[src/rtl/rs_ctrl_pkg.sv]
// Shared types and the commit-broadcast forwarding rule used by dispatch and the
// reservation stations.
package rs_ctrl_pkg;

    localparam int unsigned CMD_W        = 10;
    localparam int unsigned OPND_W       = 65;
    localparam int unsigned OPND_RDY_BIT = 64;

    typedef logic [OPND_W-1:0] operand_t;

    // Tags are passed zero-extended so callers of any tag width can share this.
    function automatic operand_t fwd_operand(input operand_t    opnd,
                                             input logic [31:0] tag,
                                             input logic [31:0] bcast_tag,
                                             input operand_t    bcast_val);
        if (!opnd[OPND_RDY_BIT] && bcast_val[OPND_RDY_BIT] && (tag == bcast_tag)) begin
            return bcast_val;
        end
        return opnd;
    endfunction

endpackage

[src/rtl/rs_rr_select.sv]
// Round-robin pick of the first non-stalled group, starting at the pointer.
module rs_rr_select #(
    parameter int unsigned  N  = 2,
    localparam int unsigned IW = (N > 1) ? $clog2(N) : 1
) (
    input  logic [IW-1:0] ptr_i,
    input  logic [N-1:0]  stall_i,
    output logic          valid_o,
    output logic [N-1:0]  onehot_o,
    output logic [IW-1:0] index_o
);

    logic [IW-1:0] cand;

    always_comb begin
        valid_o  = 1'b0;
        index_o  = '0;
        cand     = '0;
        for (int unsigned k = 0; k < N; k++) begin
            cand = IW'((32'(ptr_i) + k) % N);
            if (!valid_o && !stall_i[cand]) begin
                valid_o = 1'b1;
                index_o = cand;
            end
        end
        onehot_o = valid_o ? (N'(1) << index_o) : '0;
    end

endmodule

[src/rtl/rs_dispatch_ctrl.sv]
// One-entry dispatch buffer between decode and NUM_RS reservation-station groups,
// snooping the commit broadcast while held and steering round-robin to a free group.
module rs_dispatch_ctrl
    import rs_ctrl_pkg::*;
#(
    parameter int unsigned ROBsize    = 8,
    parameter int unsigned ROBsizeLog = $clog2(ROBsize + 1),
    parameter int unsigned NUM_RS     = 2
) (
    input  logic                  clk_i,
    input  logic                  reset_i,
    input  logic                  flush_i,
    input  logic                  decodeValid_i,
    input  logic [ROBsizeLog-1:0] decodeROBTag1_i,
    input  logic [ROBsizeLog-1:0] decodeROBTag2_i,
    input  logic [ROBsizeLog-1:0] decodeROBTag_i,
    input  logic [OPND_W-1:0]     decodeROBval1_i,
    input  logic [OPND_W-1:0]     decodeROBval2_i,
    input  logic [CMD_W-1:0]      decodeCommands_i,
    output logic                  decodeReady_o,
    input  logic [ROBsizeLog-1:0] issueROBTagCom_i,
    input  logic [OPND_W-1:0]     issueROBvalCom_i,
    input  logic [NUM_RS-1:0]     rsStall_i,
    output logic [NUM_RS-1:0]     rsWriteEn_o,
    output logic [ROBsizeLog-1:0] rsROBTag1_o,
    output logic [ROBsizeLog-1:0] rsROBTag2_o,
    output logic [ROBsizeLog-1:0] rsROBTag_o,
    output logic [OPND_W-1:0]     rsROBval1_o,
    output logic [OPND_W-1:0]     rsROBval2_o,
    output logic [CMD_W-1:0]      rsCommands_o,
    output logic [15:0]           dispatchCount_o
);

    localparam int unsigned IW = (NUM_RS > 1) ? $clog2(NUM_RS) : 1;

    logic                  held_q;
    logic [ROBsizeLog-1:0] tag1_q, tag2_q, tag_q;
    operand_t              val1_q, val2_q;
    logic [CMD_W-1:0]      cmd_q;
    logic [IW-1:0]         rr_q;
    logic [15:0]           cnt_q;

    logic                  cand_valid;
    logic [NUM_RS-1:0]     cand_oh;
    logic [IW-1:0]         cand_idx;
    logic [IW-1:0]         rr_next;
    logic                  active, fire, accept;
    operand_t              fwd_val1, fwd_val2, dec_val1, dec_val2;

    rs_rr_select #(
        .N (NUM_RS)
    ) u_rr_select (
        .ptr_i    (rr_q),
        .stall_i  (rsStall_i),
        .valid_o  (cand_valid),
        .onehot_o (cand_oh),
        .index_o  (cand_idx)
    );

    always_comb begin
        fwd_val1 = fwd_operand(val1_q, 32'(tag1_q), 32'(issueROBTagCom_i), issueROBvalCom_i);
        fwd_val2 = fwd_operand(val2_q, 32'(tag2_q), 32'(issueROBTagCom_i), issueROBvalCom_i);
        dec_val1 = fwd_operand(decodeROBval1_i, 32'(decodeROBTag1_i), 32'(issueROBTagCom_i),
                               issueROBvalCom_i);
        dec_val2 = fwd_operand(decodeROBval2_i, 32'(decodeROBTag2_i), 32'(issueROBTagCom_i),
                               issueROBvalCom_i);

        // Reset must suppress a write even in the first cycle it is asserted.
        active        = held_q & ~reset_i;
        fire          = active & cand_valid & ~flush_i;
        decodeReady_o = ~reset_i & ~flush_i & (~held_q | fire);
        accept        = decodeValid_i & decodeReady_o;
        rr_next       = (cand_idx == IW'(NUM_RS - 1)) ? '0 : cand_idx + 1'b1;

        rsWriteEn_o     = fire ? cand_oh : '0;
        rsROBTag1_o     = active ? tag1_q : '0;
        rsROBTag2_o     = active ? tag2_q : '0;
        rsROBTag_o      = active ? tag_q : '0;
        rsROBval1_o     = active ? fwd_val1 : '0;
        rsROBval2_o     = active ? fwd_val2 : '0;
        rsCommands_o    = active ? cmd_q : '0;
        dispatchCount_o = reset_i ? '0 : cnt_q;
    end

    always_ff @(posedge clk_i) begin
        if (reset_i) begin
            held_q <= 1'b0;
            tag1_q <= '0;
            tag2_q <= '0;
            tag_q  <= '0;
            val1_q <= '0;
            val2_q <= '0;
            cmd_q  <= '0;
            rr_q   <= '0;
            cnt_q  <= '0;
        end else begin
            if (fire) begin
                rr_q <= rr_next;
                if (cnt_q != 16'hFFFF) cnt_q <= cnt_q + 16'd1;
            end
            if (accept) begin
                held_q <= 1'b1;
                tag1_q <= decodeROBTag1_i;
                tag2_q <= decodeROBTag2_i;
                tag_q  <= decodeROBTag_i;
                val1_q <= dec_val1;
                val2_q <= dec_val2;
                cmd_q  <= decodeCommands_i;
            end else if (fire || flush_i) begin
                held_q <= 1'b0;
            end else if (held_q) begin
                val1_q <= fwd_val1;
                val2_q <= fwd_val2;
            end
        end
    end

endmodule
[config.mk]
export PLATFORM = sky130hd
export DESIGN_NAME = rs_dispatch_ctrl
export DESIGN_NICKNAME = d
export VERILOG_FILES = /design/src/rtl/rs_ctrl_pkg.sv /design/src/rtl/rs_rr_select.sv /design/src/rtl/rs_dispatch_ctrl.sv
export SDC_FILE = /design/constraint.sdc
export NUM_CORES = 1
export LEC_CHECK = 0
export ABC_CLOCK_PERIOD_IN_PS = 1700
export BUFFER_PORTS_ARGS = -buffer_cell sky130_fd_sc_hd__buf_2
export CAP_MARGIN = 20
export CORE_UTILIZATION = 45
export DETAILED_ROUTE_END_ITERATION = 10
export GPL_ROUTABILITY_DRIVEN = 0
export PLACE_DENSITY = 0.75
export SLEW_MARGIN = 20
export SYNTH_ARGS = -nofsm -noshare
export SYNTH_HDL_FRONTEND = slang
export SYNTH_SLANG_ARGS = --single-unit
export TNS_END_PERCENT = 50
[constraint.sdc]
create_clock -name clk_i -period 1.7 [get_ports clk_i]
set_input_delay 0.17 -clock clk_i [delete_from_list [all_inputs] [get_ports clk_i]]
set_output_delay 0.17 -clock clk_i [all_outputs]
set_load 0.005 [all_outputs]
[Yosys cells after proc, flatten, opt, wreduce, memory -nomap -nowiden]
Cells that the tools add are included.
Storage, ports and cells
  bits in registers: 170
  input bits: 227
  output and inout port bits: 171
Cells by class
  add/sub/neg operators: 3
  order comparisons: 2
  equality and inequality tests: 6
  shift-type cells: 1
  muxes and demuxes: 38
  bitwise operators: 10
  reduce and logical (&&, ||, !) cells: 19
Operators with widths (number)
  $mux W65: 16
  $add A16 B1 Y16 const B: 1
  $eq A4 B4 Y1: 4
  $mux W16: 1
  $ne A16 B16 Y1 const B: 1
  $mux W1: 15
  $mux W4: 3
  $mux W10: 1
  $logic_and A1 B1 Y1: 9
  $and A1 B1 Y1: 6
  $logic_not A1 Y1: 5
  $lt A1 B2 Y1 const B: 2
  $mux W2: 2
  $reduce_and A2 Y1: 2
  $reduce_bool A2 Y1: 2
  $not A1 Y1: 3
  $add A1 B1 Y1 const B: 2
  $ne A2 B2 Y1 const B: 1
  $shl A1 B1 Y2 const A: 1
  $logic_or A1 B1 Y1: 1
  $or A1 B1 Y1: 1

[Longest topological paths before layout]
  depth after elaboration: 13
  depth in mapped cells: 9
  gate-level depth less buffers: 6

[Hierarchy]
Synthesis repeated with hierarchy kept, for this count alone.
Unflattened totals
  cell total of the unflattened synthesis: 1444
  area, all modules: 10537.6 sq um
Modules (own cells, without submodules)
  rs_dispatch_ctrl: instances 1, cells each 1438, area each 10510.1 sq um, seq. area each 3403.3 sq um
  rs_rr_select: instances 1, cells each 6, area each 27.5 sq um, seq. area each 0.0 sq um

[Least setup slack after synthesis]
OpenSTA, ideal clock, no wires.
  path kind: register to register
  from: register cnt_q[0]
  to: register cnt_q[2]
  setup time: 121 ps
  arrival time: 1614 ps
  path slack: -35 ps
  stages on the path, launching flop included: 8
  clock period less this slack: 1735 ps
  cell sequence: dfxtp_1 -> ha_1 -> nand2_1 -> nor3_1 -> buf_2 -> a21oi_1 -> nand2_1 -> mux2_2
On the way
  longest elaborated chain between the ends: 2
  elaborated cells on any way between the ends: 3
RTL lines
  from (decl): line rs_dispatch_ctrl.sv:41  | logic [15:0] cnt_q;
  from (signal assigned): line rs_dispatch_ctrl.sv:99  | if (cnt_q != 16'hFFFF) cnt_q <= cnt_q + 16'd1;
  branches (longest 2 deep; another with $add A16 B1 Y16)
Several ways; the timed one is not identified.
A chain may end at the register's enable or synchronous reset.

[Final worst setup path]
  from: register tag1_q[2]
  to: output rsROBval1_o[28]
On the way
  longest elaborated chain between the ends: 5
RTL lines
  from (decl): line rs_dispatch_ctrl.sv:37  | logic [ROBsizeLog-1:0] tag1_q, tag2_q, tag_q;
  from (signal assigned): line rs_dispatch_ctrl.sv:103  | tag1_q <= decodeROBTag1_i;
  $eq A4 B4 Y1: line rs_ctrl_pkg.sv:16  | if (!opnd[OPND_RDY_BIT] && bcast_val[OPND_RDY_BIT] && (tag == bcast_tag)) begin
  $logic_and A1 B1 Y1: line rs_ctrl_pkg.sv:16
  $mux W1: line rs_ctrl_pkg.sv:16
  $mux W65: line rs_ctrl_pkg.sv:19  | return opnd;
  $mux W65: line rs_dispatch_ctrl.sv:79  | rsROBval1_o = active ? fwd_val1 : '0;
  to (decl): line rs_dispatch_ctrl.sv:28  | output logic [OPND_W-1:0] rsROBval1_o,
Every way passes these cells.

==> impl_metrics.env <==
export IMPL_status="finished with violations"
export IMPL_violations="setup timing"
export IMPL_end_kind="primary output"
export IMPL_drive_gt1_frac=0.559
export IMPL_nNetsFinal=2455
export IMPL_syn_area_sq_um=12400
export IMPL_dieArea_sq_um=28200
export IMPL_wl_per_cell_microns=22.6
export IMPL_power_frac_seq=0.382
export IMPL_port_buffers=397
export IMPL_cts_tree="yes"
export IMPL_fin_ws_ns=-0.685
export IMPL_vdd_ir_drop_worst_mv=0.643
export IMPL_rsz0062_at_grt="true"
export IMPL_p_leak_nw=8.43
export IMPL_antenna_found_initial=3
export IMPL_place_inst=2421
export IMPL_tightest_slew_ns=0.496
export IMPL_syn_nets=1875
export IMPL_pwr_share_clk=0.379
export IMPL_critPathMaxFanout=7
export IMPL_p_int_mw=7.22
export IMPL_yosysWarnings=0
export IMPL_htreeDepth=4
export IMPL_synth_top_area_cell="dfxtp_1"
export IMPL_drc=0
export IMPL_synthCells=1647
export IMPL_numCtsBuffers=17
export IMPL_critical_path_class="reg -> out"
export IMPL_hold_class="in -> reg"
export IMPL_report_final_slew_viol_count=0
export IMPL_avgSynthCellArea_sq_um=7.52
export IMPL_clock_sinks=170
export IMPL_synth_top_cell_area_share=0.275
export IMPL_period_share=1.40
export IMPL_max_freq_ghz=0.419
export IMPL_pin_count=398
export IMPL_routed_wl_microns=58400
export IMPL_root_buffer="clkbuf_16"
export IMPL_finalClockSkew_ns=0.0174
export IMPL_first_pass_iters=6
export IMPL_hpwl_microns=32100
export IMPL_ys_async_sr_fraction=0
export IMPL_synth_cell_types=46
export IMPL_path_clk_slew_ns=0.08
export IMPL_synth_seq_area_share=0.275
export IMPL_fp_dieH_microns=168
export IMPL_fin_util=0.762
export IMPL_finalCriticalPeriod_ns=2.39
export IMPL_cts_path_max_buffers=2
export IMPL_sw_frac_of_total=0.336
export IMPL_cp_start_kind="flip-flop"
export IMPL_synth_edff_count=0
export IMPL_detailedRoute_firstIterationViolations=1676
export IMPL_hold_violations=0
export IMPL_synthTopCellsByCount="nand2_1, a21oi_1, nor2_1, dfxtp_1, mux2_2"
export IMPL_combPwrFrac=0.239
export IMPL_synth_area_leaders="dfxtp_1, mux2_2, a21oi_1"
export IMPL_overflow=0
export IMPL_setup_viol=286
export IMPL_ys_flop_type="dfxtp_1"
export IMPL_post_layout_nonfiller_instances=2584
export IMPL_fill_cells=1783
export IMPL_std_cell_rows=60
export IMPL_grt_usage=0.373
export IMPL_dieWidth_microns=168
export IMPL_p_sw_mw=3.66
export IMPL_ant_nets=0
export IMPL_grt_pass1_vias=15500
export IMPL_holdWs_ns=0.0760
export IMPL_cp_arrival_ns=2.22
export IMPL_initial_core_util=0.459
export IMPL_grt_first_pass_wirelength_microns=83300
export IMPL_maxSlewHeadroom=0.669
export IMPL_drv_cap=0
export IMPL_required_ns=1.53
export IMPL_vias_per_cell=6.35
export IMPL_synth_most_common_cell="nand2_1"
export IMPL_vias=16400
export IMPL_grt_max_degree=65
export IMPL_power_density_nw_per_um2=530
export IMPL_core_area_sq_um=27000
export IMPL_ys_seq_elements=170
export IMPL_syn_to_final_growth_pct=65.9
export IMPL_clk_latency_ns=0.44
layout by cell type, fill, tap and decap left out, types with 7 or more instances in the layout:
cell / n
and2_1: 25
xnor2_1: 14
a21oi_4: 9
buf_6: 32
nor3_1: 11
clkbuf_16: 22
a211oi_2: 49
nor2b_1: 14
buf_2: 395
buf_4: 178
buf_12: 64
a21oi_1: 128
nor2_1: 215
nand3_1: 15
a21oi_2: 108
dlygate4sd3_1: 22
nand3b_1: 22
a221oi_1: 62
nand3_4: 10
nand2_1: 164
mux2_2: 120
dfxtp_2: 7
nand2_2: 29
buf_8: 11
a211oi_1: 74
buf_16: 14
a221oi_4: 9
a221oi_2: 43
a32o_1: 10
nand2_4: 101
dfxtp_1: 161
mux2i_1: 12
worst max-delay path, stage by stage, from the launching register on:
cell     delay [ns]
dfxtp_2        0.33
xor2_1         0.16
nor3_2         0.29
and2_4         0.24
buf_12         0.14
buf_12         0.15
buf_12         0.13
nand2_1        0.07
a21oi_2        0.14
buf_2          0.13
stage by stage:
step	setup TNS (ns)	worst slack (ns)	power, mW	cell area (sq um)
6_report	-94.50	-0.685	10.9	20500
5_1_grt	-116.89	-0.817	11.2	20500
4_1_cts	-82.30	-0.573	10.5	19200
3_5_place_dp	-30.10	-0.286	6.09	16200
3_3_place_gp	-22.84	-0.284	6.05	16200
2_1_floorplan	-2.01	-0.0341	5.15	12400
registers in the layout, indices dropped and copies added, names as in the netlist:
signal	cells
cnt_q	16
tag2_q	4
rr_q	1
held_q	1
tag1_q	4
val2_q	65
tag_q	4
val1_q	65
cmd_q	10
cell families after synthesis:
logic type	Yosys count	share of synthesized area
AOI/OAI and AO/OA	517	0.304
xor gates and xnor gates	26	0.0184
adders and majority gates	1	0.00101
buffers and inverters	165	0.0637
DFF	170	0.275
muxes	133	0.120
and+or+nand+nor	635	0.218
per-layer routing:
layer  routed length, microns  track usage  up-vias
met2                    27300        0.604     1202
met4                     3470        0.217        0
met3                     5300       0.0611      303
met1                    22300        0.468     7751
met5                        0            0        -
li1                         -            -     7158
layout make-up:
class | count | area, sq um | share of cell area
multi-input combinational | 1312 | 10200 | 0.495
timing repair buffer | 723 | 5920 | 0.288
sequential | 170 | 3420 | 0.166
tap | 341 | 427 | 0.0208
clock buffer | 17 | 425 | 0.0207
clock inverter | 15 | 175 | 0.00853
inverter | 3 | 13.8 | 0.000670
antenna | 3 | 7.51 | 0.000365
final timing paths:
| check | start | end | slack [ns] | depth (start not counted) |
|---|---|---|---|---|
| worst min register to register | val2_q[49]$_SDFFE_PP0P_ | val2_q[49]$_SDFFE_PP0P_ | 0.47 | 1 |
| worst min-delay path | decodeROBval1_i[64] | val1_q[64]$_SDFFE_PP0P_ | 0.08 | 3 |
| worst max-delay path | tag1_q[2]$_SDFFE_PP0P_ | rsROBval1_o[28] | -0.69 | 9 |
| worst max register to register | tag1_q[2]$_SDFFE_PP0P_ | val1_q[43]$_SDFFE_PP0P_ | -0.42 | 10 |
timing repair:
item	CTS	global route
buffers inserted	55	35
resized for setup	283	304
hold endpoints to repair	22	0
cloned	28	6
setup endpoints to repair	285	304
pin swaps	87	149
hold buffers	22	0
power by group through the flow:
stage / logic (mW) / registers (mW) / clock network (mW)
global route: 2.73 / 4.17 / 4.29
detailed placement: 1.87 / 4.22 / 0
finish: 2.60 / 4.16 / 4.13
CTS: 2.26 / 4.14 / 4.11
global placement: 1.83 / 4.22 / 0
floorplan: 0.947 / 4.21 / 0
(Power assumes the default switching activity.)
